==> src/rtl/prco_mem_ctrl_if.sv <==
// Request/response and local-memory strobe bundle for prco_mem_ctrl.
// master = the controller itself; slave = pipeline stages plus local memory.
interface prco_mem_ctrl_if;
  logic        i_fetch_req;
  logic [15:0] i_fetch_addr;
  logic        q_fetch_ack;
  logic        q_fetch_valid;
  logic [15:0] q_fetch_instr;

  logic        i_data_req;
  logic        i_data_we;
  logic [15:0] i_data_addr;
  logic [15:0] i_data_wdata;
  logic        q_data_ack;
  logic        q_data_valid;
  logic [15:0] q_data_rdata;

  logic        q_ce_fetch;
  logic        q_ce_alu;
  logic        q_mem_we;
  logic [15:0] q_mem_addr;
  logic [15:0] q_mem_dina;
  logic        i_ce_dec;
  logic        i_ce_reg;
  logic [15:0] i_mem_douta;

  logic        q_busy;
  logic        q_err;

  modport master (
    input  i_fetch_req, i_fetch_addr, i_data_req, i_data_we, i_data_addr, i_data_wdata,
    input  i_ce_dec, i_ce_reg, i_mem_douta,
    output q_fetch_ack, q_fetch_valid, q_fetch_instr,
    output q_data_ack, q_data_valid, q_data_rdata,
    output q_ce_fetch, q_ce_alu, q_mem_we, q_mem_addr, q_mem_dina,
    output q_busy, q_err
  );

  modport slave (
    output i_fetch_req, i_fetch_addr, i_data_req, i_data_we, i_data_addr, i_data_wdata,
    output i_ce_dec, i_ce_reg, i_mem_douta,
    input  q_fetch_ack, q_fetch_valid, q_fetch_instr,
    input  q_data_ack, q_data_valid, q_data_rdata,
    input  q_ce_fetch, q_ce_alu, q_mem_we, q_mem_addr, q_mem_dina,
    input  q_busy, q_err
  );
endinterface

==> src/rtl/prco_mem_ctrl.sv <==
// PRCO memory-access initiator: arbitrates fetch vs. load/store (data first),
// issues one single-cycle strobe per access and returns the result or a timeout.
module prco_mem_ctrl #(
  parameter int unsigned P_TIMEOUT = 15
) (
  input  logic           i_clk,
  input  logic           i_reset,
  prco_mem_ctrl_if.master bus
);
  typedef enum logic [2:0] {IDLE, ISSUE_F, WAIT_F, ISSUE_D, WAIT_D} state_t;

  localparam logic [3:0] CNT_LAST = 4'(P_TIMEOUT - 1);

  state_t      state_q, state_d;
  logic [3:0]  cnt_q, cnt_d;
  logic        fetch_ack_q, fetch_ack_d;
  logic        fetch_valid_q, fetch_valid_d;
  logic [15:0] fetch_instr_q, fetch_instr_d;
  logic        data_ack_q, data_ack_d;
  logic        data_valid_q, data_valid_d;
  logic [15:0] data_rdata_q, data_rdata_d;
  logic        ce_fetch_q, ce_fetch_d;
  logic        ce_alu_q, ce_alu_d;
  logic        mem_we_q, mem_we_d;
  logic [15:0] mem_addr_q, mem_addr_d;
  logic [15:0] mem_dina_q, mem_dina_d;
  logic        busy_q, busy_d;
  logic        err_q, err_d;
  logic        cooldown;

  // The IDLE cycle carrying a valid/err pulse never accepts, which leaves the
  // requester one clean IDLE cycle before the next strobe.
  assign cooldown = fetch_valid_q | data_valid_q | err_q;

  always_comb begin
    state_d       = state_q;
    cnt_d         = cnt_q;
    fetch_ack_d   = 1'b0;
    fetch_valid_d = 1'b0;
    fetch_instr_d = fetch_instr_q;
    data_ack_d    = 1'b0;
    data_valid_d  = 1'b0;
    data_rdata_d  = data_rdata_q;
    ce_fetch_d    = 1'b0;
    ce_alu_d      = 1'b0;
    mem_we_d      = mem_we_q;
    mem_addr_d    = mem_addr_q;
    mem_dina_d    = mem_dina_q;
    err_d         = 1'b0;

    unique case (state_q)
      IDLE: begin
        if (!cooldown) begin
          if (bus.i_data_req) begin
            mem_addr_d = bus.i_data_addr;
            mem_we_d   = bus.i_data_we;
            mem_dina_d = bus.i_data_wdata;
            ce_alu_d   = 1'b1;
            data_ack_d = 1'b1;
            state_d    = ISSUE_D;
          end else if (bus.i_fetch_req) begin
            mem_addr_d  = bus.i_fetch_addr;
            mem_we_d    = 1'b0;
            ce_fetch_d  = 1'b1;
            fetch_ack_d = 1'b1;
            state_d     = ISSUE_F;
          end
        end
      end
      ISSUE_F: begin
        cnt_d   = 4'd0;
        state_d = WAIT_F;
      end
      ISSUE_D: begin
        cnt_d   = 4'd0;
        state_d = WAIT_D;
      end
      WAIT_F: begin
        if (bus.i_ce_dec) begin
          fetch_instr_d = bus.i_mem_douta;
          fetch_valid_d = 1'b1;
          state_d       = IDLE;
        end else if (cnt_q == CNT_LAST) begin
          err_d   = 1'b1;
          state_d = IDLE;
        end else begin
          cnt_d = cnt_q + 4'd1;
        end
      end
      WAIT_D: begin
        if (bus.i_ce_reg) begin
          if (!mem_we_q) data_rdata_d = bus.i_mem_douta;
          data_valid_d = 1'b1;
          mem_we_d     = 1'b0;
          state_d      = IDLE;
        end else if (cnt_q == CNT_LAST) begin
          err_d    = 1'b1;
          mem_we_d = 1'b0;
          state_d  = IDLE;
        end else begin
          cnt_d = cnt_q + 4'd1;
        end
      end
      default: begin
        mem_we_d = 1'b0;
        state_d  = IDLE;
      end
    endcase

    busy_d = (state_d != IDLE);
  end

  always_ff @(posedge i_clk or negedge i_reset) begin
    if (!i_reset) begin
      state_q       <= IDLE;
      cnt_q         <= 4'd0;
      fetch_ack_q   <= 1'b0;
      fetch_valid_q <= 1'b0;
      fetch_instr_q <= 16'h0000;
      data_ack_q    <= 1'b0;
      data_valid_q  <= 1'b0;
      data_rdata_q  <= 16'h0000;
      ce_fetch_q    <= 1'b0;
      ce_alu_q      <= 1'b0;
      mem_we_q      <= 1'b0;
      mem_addr_q    <= 16'h0000;
      mem_dina_q    <= 16'h0000;
      busy_q        <= 1'b0;
      err_q         <= 1'b0;
    end else begin
      state_q       <= state_d;
      cnt_q         <= cnt_d;
      fetch_ack_q   <= fetch_ack_d;
      fetch_valid_q <= fetch_valid_d;
      fetch_instr_q <= fetch_instr_d;
      data_ack_q    <= data_ack_d;
      data_valid_q  <= data_valid_d;
      data_rdata_q  <= data_rdata_d;
      ce_fetch_q    <= ce_fetch_d;
      ce_alu_q      <= ce_alu_d;
      mem_we_q      <= mem_we_d;
      mem_addr_q    <= mem_addr_d;
      mem_dina_q    <= mem_dina_d;
      busy_q        <= busy_d;
      err_q         <= err_d;
    end
  end

  assign bus.q_fetch_ack   = fetch_ack_q;
  assign bus.q_fetch_valid = fetch_valid_q;
  assign bus.q_fetch_instr = fetch_instr_q;
  assign bus.q_data_ack    = data_ack_q;
  assign bus.q_data_valid  = data_valid_q;
  assign bus.q_data_rdata  = data_rdata_q;
  assign bus.q_ce_fetch    = ce_fetch_q;
  assign bus.q_ce_alu      = ce_alu_q;
  assign bus.q_mem_we      = mem_we_q;
  assign bus.q_mem_addr    = mem_addr_q;
  assign bus.q_mem_dina    = mem_dina_q;
  assign bus.q_busy        = busy_q;
  assign bus.q_err         = err_q;
endmodule

==> src/flat_wrapper.sv <==
// flat-port wrapper written by rule: the top's interface ports become plain ports
module prco_mem_ctrl_flat 
#(
  parameter int unsigned P_TIMEOUT = 15
)
  (i_clk, i_reset, bus_i_fetch_req, bus_i_fetch_addr, bus_i_data_req, bus_i_data_we, bus_i_data_addr, bus_i_data_wdata, bus_i_ce_dec, bus_i_ce_reg, bus_i_mem_douta, bus_q_fetch_ack, bus_q_fetch_valid, bus_q_fetch_instr, bus_q_data_ack, bus_q_data_valid, bus_q_data_rdata, bus_q_ce_fetch, bus_q_ce_alu, bus_q_mem_we, bus_q_mem_addr, bus_q_mem_dina, bus_q_busy, bus_q_err);
  prco_mem_ctrl_if bus_i ();
  input  logic i_clk;
  input  logic i_reset;
  input wire logic [$bits(bus_i.i_fetch_req)-1:0] bus_i_fetch_req;
  input wire logic [$bits(bus_i.i_fetch_addr)-1:0] bus_i_fetch_addr;
  input wire logic [$bits(bus_i.i_data_req)-1:0] bus_i_data_req;
  input wire logic [$bits(bus_i.i_data_we)-1:0] bus_i_data_we;
  input wire logic [$bits(bus_i.i_data_addr)-1:0] bus_i_data_addr;
  input wire logic [$bits(bus_i.i_data_wdata)-1:0] bus_i_data_wdata;
  input wire logic [$bits(bus_i.i_ce_dec)-1:0] bus_i_ce_dec;
  input wire logic [$bits(bus_i.i_ce_reg)-1:0] bus_i_ce_reg;
  input wire logic [$bits(bus_i.i_mem_douta)-1:0] bus_i_mem_douta;
  output wire logic [$bits(bus_i.q_fetch_ack)-1:0] bus_q_fetch_ack;
  output wire logic [$bits(bus_i.q_fetch_valid)-1:0] bus_q_fetch_valid;
  output wire logic [$bits(bus_i.q_fetch_instr)-1:0] bus_q_fetch_instr;
  output wire logic [$bits(bus_i.q_data_ack)-1:0] bus_q_data_ack;
  output wire logic [$bits(bus_i.q_data_valid)-1:0] bus_q_data_valid;
  output wire logic [$bits(bus_i.q_data_rdata)-1:0] bus_q_data_rdata;
  output wire logic [$bits(bus_i.q_ce_fetch)-1:0] bus_q_ce_fetch;
  output wire logic [$bits(bus_i.q_ce_alu)-1:0] bus_q_ce_alu;
  output wire logic [$bits(bus_i.q_mem_we)-1:0] bus_q_mem_we;
  output wire logic [$bits(bus_i.q_mem_addr)-1:0] bus_q_mem_addr;
  output wire logic [$bits(bus_i.q_mem_dina)-1:0] bus_q_mem_dina;
  output wire logic [$bits(bus_i.q_busy)-1:0] bus_q_busy;
  output wire logic [$bits(bus_i.q_err)-1:0] bus_q_err;
  assign bus_i.i_fetch_req = bus_i_fetch_req;
  assign bus_i.i_fetch_addr = bus_i_fetch_addr;
  assign bus_i.i_data_req = bus_i_data_req;
  assign bus_i.i_data_we = bus_i_data_we;
  assign bus_i.i_data_addr = bus_i_data_addr;
  assign bus_i.i_data_wdata = bus_i_data_wdata;
  assign bus_i.i_ce_dec = bus_i_ce_dec;
  assign bus_i.i_ce_reg = bus_i_ce_reg;
  assign bus_i.i_mem_douta = bus_i_mem_douta;
  assign bus_q_fetch_ack = bus_i.q_fetch_ack;
  assign bus_q_fetch_valid = bus_i.q_fetch_valid;
  assign bus_q_fetch_instr = bus_i.q_fetch_instr;
  assign bus_q_data_ack = bus_i.q_data_ack;
  assign bus_q_data_valid = bus_i.q_data_valid;
  assign bus_q_data_rdata = bus_i.q_data_rdata;
  assign bus_q_ce_fetch = bus_i.q_ce_fetch;
  assign bus_q_ce_alu = bus_i.q_ce_alu;
  assign bus_q_mem_we = bus_i.q_mem_we;
  assign bus_q_mem_addr = bus_i.q_mem_addr;
  assign bus_q_mem_dina = bus_i.q_mem_dina;
  assign bus_q_busy = bus_i.q_busy;
  assign bus_q_err = bus_i.q_err;
  prco_mem_ctrl #(.P_TIMEOUT(P_TIMEOUT)) u_core (.i_clk(i_clk), .i_reset(i_reset), .bus(bus_i));
endmodule
==> config.mk <==
export PLATFORM = sky130hd
export DESIGN_NAME = prco_mem_ctrl_flat
export DESIGN_NICKNAME = d
export VERILOG_FILES = /design/src/rtl/prco_mem_ctrl_if.sv /design/src/rtl/prco_mem_ctrl.sv /design/src/flat_wrapper.sv
export SDC_FILE = /design/constraint.sdc
export NUM_CORES = 1
export LEC_CHECK = 0
export BUFFER_PORTS_ARGS = -buffer_cell sky130_fd_sc_hd__buf_2
export CAP_MARGIN = 30
export CORE_ASPECT_RATIO = 1.5
export CORE_MARGIN = 2
export CORE_UTILIZATION = 45
export DETAILED_ROUTE_END_ITERATION = 12
export PLACE_DENSITY = 0.72
export RECOVER_POWER = 100
export SETUP_SLACK_MARGIN = 0.1
export SYNTH_ARGS = -nofsm -noshare
export SYNTH_HDL_FRONTEND = slang
export SYNTH_SLANG_ARGS = --single-unit
export TNS_END_PERCENT = 100
==> constraint.sdc <==
create_clock -name i_clk -period 2.8 [get_ports i_clk]
set_clock_uncertainty 0.2 [all_clocks]
set_input_delay 0.42 -clock i_clk [delete_from_list [all_inputs] [get_ports i_clk]]
set_output_delay 0.42 -clock i_clk [all_outputs]
set_load 0.05 [all_outputs]
Yosys cells after proc, flatten, opt, wreduce, memory -nomap -nowiden --
Index checks and enable logic that the tools add are counted.
Cells by class: $add $sub $neg 1, multiply operators 0, divide/modulo/power cells 0, magnitude comparators 0, equal/unequal tests 10, shift-type cells 0, muxes and demuxes 34, bitwise operators 5, reductions and logical operators 12
Operators with widths (number):
- $mux W16 | 2
- $mux W1 | 19
- $mux W3 | 6
- $pmux W3 S5 | 1
- $mux W4 | 3
- $pmux W4 S3 | 1
- $reduce_and A3 Y1 | 4
- $eq A3 B2 Y1 const B | 2
- $ne A2 B2 Y1 const B | 3
- $reduce_bool A3 Y1 | 2
- $add A4 B1 Y4 const B | 1
- $eq A4 B4 Y1 const B | 1
- $reduce_and A4 Y1 | 1
- $eq A3 B1 Y1 const B | 1
- $eq A3 B3 Y1 const B | 1
- $logic_not A3 Y1 | 1
- $ne A3 B2 Y1 const B | 1
- $ne A3 B3 Y1 const B | 1
- $not A1 Y1 | 3
- $pmux W1 S3 | 1
- $reduce_or A3 Y1 | 1
- $or A1 B1 Y1 | 2
- $pmux W1 S2 | 1
- $reduce_and A2 Y1 | 1
- other kinds (2) | 2
Storage, ports and cells: register bits 78, bits in latches 0, bits in writable memories 0, ROM bits 0, word-level logic and storage cells 75, memories 0

Logic depth before layout (Yosys ltp) --
depth after elaboration 5, mapped depth 6

Least setup slack after synthesis --
Ideal clock, no wire load.
path type reg-to-reg, start register u_core.cnt_q[0], end register u_core.cnt_q[1], data arrival time 1.576 ns, slack 0.896 ns, cell stages (with the launch flop) 7, cell sequence dfrtp_1 > inv_1 > ha_1 > and3_1 > o41ai_1 > o31ai_1 > mux2_1
Between the ends: cells in the longest elaborated chain, start to end 4, elaborated cells on any way between the ends 6
RTL lines:
- start, declared | line prco_mem_ctrl.sv:15 | logic [3:0] cnt_q, cnt_d;
- start signal, assigned | line prco_mem_ctrl.sv:132 | cnt_q <= cnt_d;
- $add A4 B1 Y4 / $eq A4 B4 Y1 (equally long branches)
- $mux W4 * | line prco_mem_ctrl.sv:83, prco_mem_ctrl.sv:96
- $mux W4, on equally long branches | line prco_mem_ctrl.sv:91, prco_mem_ctrl.sv:79
- $pmux W4 S3 * | line prco_mem_ctrl.sv:51 | unique case (state_q)
Every way passes the cells marked *; elsewhere a longest branch is shown, timed or not. The select of a mux whose other input is x is not followed. A chain may end at the register's enable or synchronous reset.

Final worst setup path --
start register u_core.state_q[0], end register u_core.fetch_instr_q[8], in the netlist u_core.bus.q_fetch_instr[8]
Between the ends: cells in the longest elaborated chain, start to end 2
RTL lines:
- start, declared | line prco_mem_ctrl.sv:14 | state_t state_q, state_d;
- start signal, assigned | line prco_mem_ctrl.sv:131 | state_q <= state_d;
- $eq A3 B2 Y1 | line prco_mem_ctrl.sv:51
- $reduce_and A2 Y1 (no line)
- end signal, assigned | line prco_mem_ctrl.sv:135 | fetch_instr_q <= fetch_instr_d;
- end, declared | line prco_mem_ctrl.sv:18 | logic [15:0] fetch_instr_q, fetch_instr_d;
No other way between the ends.

==> run_results.csv <==
group,metric,value,unit
critical_path,slowest_stage,"sky130_fd_sc_hd__clkbuf_1",
critical_path,critical_path_class,"reg -> reg",
global_route,grt.overflow.total,0,
yosys,post_synth_num_cell_types,41,
route,drt-wirelength-per-cell,14.4,um
yosys,synth-compound-area-share,5.41,%
global_route,global_route_wire_length_before_repair,11000,um
yosys,yosysWarningCount,0,
sta,final_number_of_setup_violating_endpoints,0,
yosys,mappedNetlistArea,3330,um2
clock_tree,ctsRootBufferMaster,"sky130_fd_sc_hd__clkbuf_8",
final_layout,most_common_cell_after_layout_fill_and_taps_aside,"sky130_fd_sc_hd__dfrtp_1",
yosys,synthesis.area_per_instance,13.8,um2
sta,final_layout_setup_total_negative_slack,0,ns
sta,maximum_clock_frequency,0.431,GHz
final_layout,stdcell_area,4170,um2
clock_tree,ctsLongestPathBuffers,2,
route,num_vias,2448,
yosys,synth_top_flop_cell,"sky130_fd_sc_hd__dfrtp_1",
clock_tree,tritoncts,"yes",
final_layout,num_antenna_cells,0,
sta,slew_headroom,33.7,%
critical_path,regToRegStartpoint,"u_core.state_q[0]",
clock_tree,cts.reportedPaths.clkPinSlew,0.08,ns
critical_path,cp_cell_sequence,"nor2_1 -> and3_1 -> clkbuf_1 -> mux2_2",
yosys,synthesis.instances,242,
sta,final-hold-violation-count,0,
sta,layout_setup_ws,0.481,ns
yosys,ys_seq_area_share,58.6,%
sta,timing_worst_slew_pin_value,0.994,ns
clock_tree,post_cts_resized,0,
route,post_drt_via_cell_ratio,4.98,
sta,grt_setup_unrepaired,"false",
critical_path,top_family_by_delay_on_critical_path,"buffers and inverters",
place,dp_worst_setup_slack,0.561,ns
critical_path,regToRegSetupSlack,0.48,ns
yosys,synth-adder-area-share,0.751,%
final_layout,finish.net_count,460,
yosys,largest_family_of_logic_cells_by_synthesized_area,"multiplexers",
place,globalplace.congestion,0.792,
clock_tree,cts_max_level,3,
critical_path,crit_path_start_kind,"register",
yosys,synth.net_count,315,
sta,fin_crit_sh,82.8,%
place,dpl_cell_area,4080,um2
yosys,async_flop_share,100,%
critical_path,worst_ep_arrival_time,2.35,ns
clock_tree,clkLatencyLatePin,0.35,ns
floorplan,placeableCoreArea,7230,um2
outcome,status,"finished clean",
floorplan,placementRows,38,
sta,final_period_minus_worst_setup_slack,2.32,ns
critical_path,critical_path.max_stage_delay,0.72,ns
yosys,post_synth_and_or_nand_nor_area_fraction,8.49,%
sta,maxSlewViolCount,0,
final_layout,post_route_cells_drive_above_1_share,31.9,%
global_route,grt_usage,18.0,%
yosys,count_of_flip_flops_with_a_built_in_enable_after_synthesis,0,
critical_path,r2r_end,"u_core.bus.q_fetch_instr[8]",
critical_path,end_kind,"register",
clock_tree,cts_setup_buffers,0,
clock_tree,clock_sink_count,78,
route,drt_pre_antenna_iters,4,
critical_path,setup.worst_path.start,"u_core.state_q[0]",
route,detail_route.wirelength,7070,um
critical_path,worst_r2r_path_depth,4,
yosys,yosys.area_share.xor_xnor,0,%
place,port-buffer-count,143,
floorplan,pin_count,144,
clock_tree,cts_inserted_buffers,9,
critical_path,crit_buf_inv,1,
floorplan,initial_util,46.1,%
floorplan,fp.dieArea,8120,um2
final_layout,highest_count_cells_in_the_layout_ignoring_fill_and_taps,"sky130_fd_sc_hd__dfrtp_1, sky130_fd_sc_hd__clkbuf_1, sky130_fd_sc_hd__buf_2",
final_layout,flow.area_growth_from_synthesis,25.2,%
place,post-dp-hpwl,5130,um
min_path,hp-class,"in -> reg",
floorplan,die-height,109,um
floorplan,floorplan.die.width,74.3,um
critical_path,cp-endpoint,"u_core.bus.q_fetch_instr[8]",
run,max_cap_violations,0,
critical_path,critical_path_depth,4,
route,drtIter0Drc,100,
critical_path,crit_required,2.83,ns
route,postRouteAntennaNets,0,
global_route,antenna_violations_before_repair,0,
global_route,grt_pass1_vias,2476,
route,route.detailed.drc,0,
yosys,yosys-mux-area-fraction,22.8,%
global_route,grt_start_max_net_pins,79,
yosys,synth_seq_cells,78,
critical_path,crit_fanout,17,
==> cell usage after synthesis (all sizes together) (3+ instances only) <==
cell type / instances / share of area, %
dfrtp: 78 / 59
mux2: 49 / 18
o21ai: 18 / 2.7
mux2i: 17 / 5.1
nand2: 16 / 1.8
buf: 11 / 3.1
nand3: 6 / 1.1
and3: 5 / 0.94
inv: 5 / 0.56
nor2: 5 / 0.56
nor3: 4 / 1.1
clkbuf: 3 / 0.34
==> per-layer routing <==
| metal | GRT usage [%] | share of wire, % | up-vias |
|---|---|---|---|
| li1 | - | - | 1148 |
| met1 | 19.5 | 39 | 1186 |
| met2 | 31.4 | 53 | 101 |
| met3 | 6.87 | 7.0 | 13 |
| met4 | 6.63 | 1.7 | 0 |
| met5 | 0 | 0 | - |
==> timing repair <==
action                                  in CTS  in global routing
endpoints found under the setup margin       0                  0
hold buffers                                 0                  1
hold endpoints to repair                     0                 78
==> stage by stage <==
| step | hold WS [ns] | std cells | util (%) |
|---|---|---|---|
| final | 0.0968 | 492 | 57.7 |
| after CTS | 0.0431 | 490 | 59.9 |
| after global placement | 0.260 | 474 | 56.5 |
| after global routing | 0.0725 | 492 | 57.7 |
| after detailed placement | 0.266 | 474 | 56.5 |
| after floorplan | -0.0756 | 242 | - |
==> flip-flops by register name, summed over array words and instances (netlist names) <==
register / count
u_core.bus.q_busy: 1
u_core.bus.q_data_ack: 1
u_core.bus.q_data_rdata: 16
u_core.bus.q_data_valid: 1
u_core.bus.q_err: 1
u_core.bus.q_fetch_ack: 1
u_core.bus.q_fetch_instr: 16
u_core.bus.q_fetch_valid: 1
u_core.bus.q_mem_addr: 16
u_core.bus.q_mem_dina: 16
u_core.bus.q_mem_we: 1
u_core.cnt_q: 4
u_core.state_q: 3
==> worst min-delay path by stage <==
stage	from	endpoint	depth (start not counted)
final	bus_i_data_wdata[1]	u_core.bus.q_mem_dina[1]	2
after global routing	bus_i_data_wdata[0]	u_core.bus.q_mem_dina[0]	2
after CTS	i_reset	u_core.bus.q_mem_addr[6]	1
after detailed placement	u_core.bus.q_mem_addr[12]	u_core.bus.q_mem_addr[12]	2
after global placement	u_core.bus.q_mem_addr[12]	u_core.bus.q_mem_addr[12]	2
after floorplan	i_reset	u_core.bus.q_busy	0
==> cell families (layout without fill, tap and decap cells) <==
kind of cell / Yosys count / after routing
flops: 78 / 78
mux: 66 / 66
simple gates: 47 / 47
compound gates: 30 / 30
buf+inv: 19 / 169
fa+ha+maj: 2 / 2
==> final cells by class <==
type | count | area (um2)
Tap cell | 100 | 125
Clock buffer | 10 | 138
Clock inverter | 6 | 109
Sequential cell | 78 | 1950
Inverter | 5 | 18.8
Fill cell | 691 | 3050
Multi-Input combinational cell | 145 | 1180
Timing Repair Buffer | 148 | 652
Power is not shown: default switching activity piles up to over one toggle a cycle in this logic, so the estimate is an artifact.
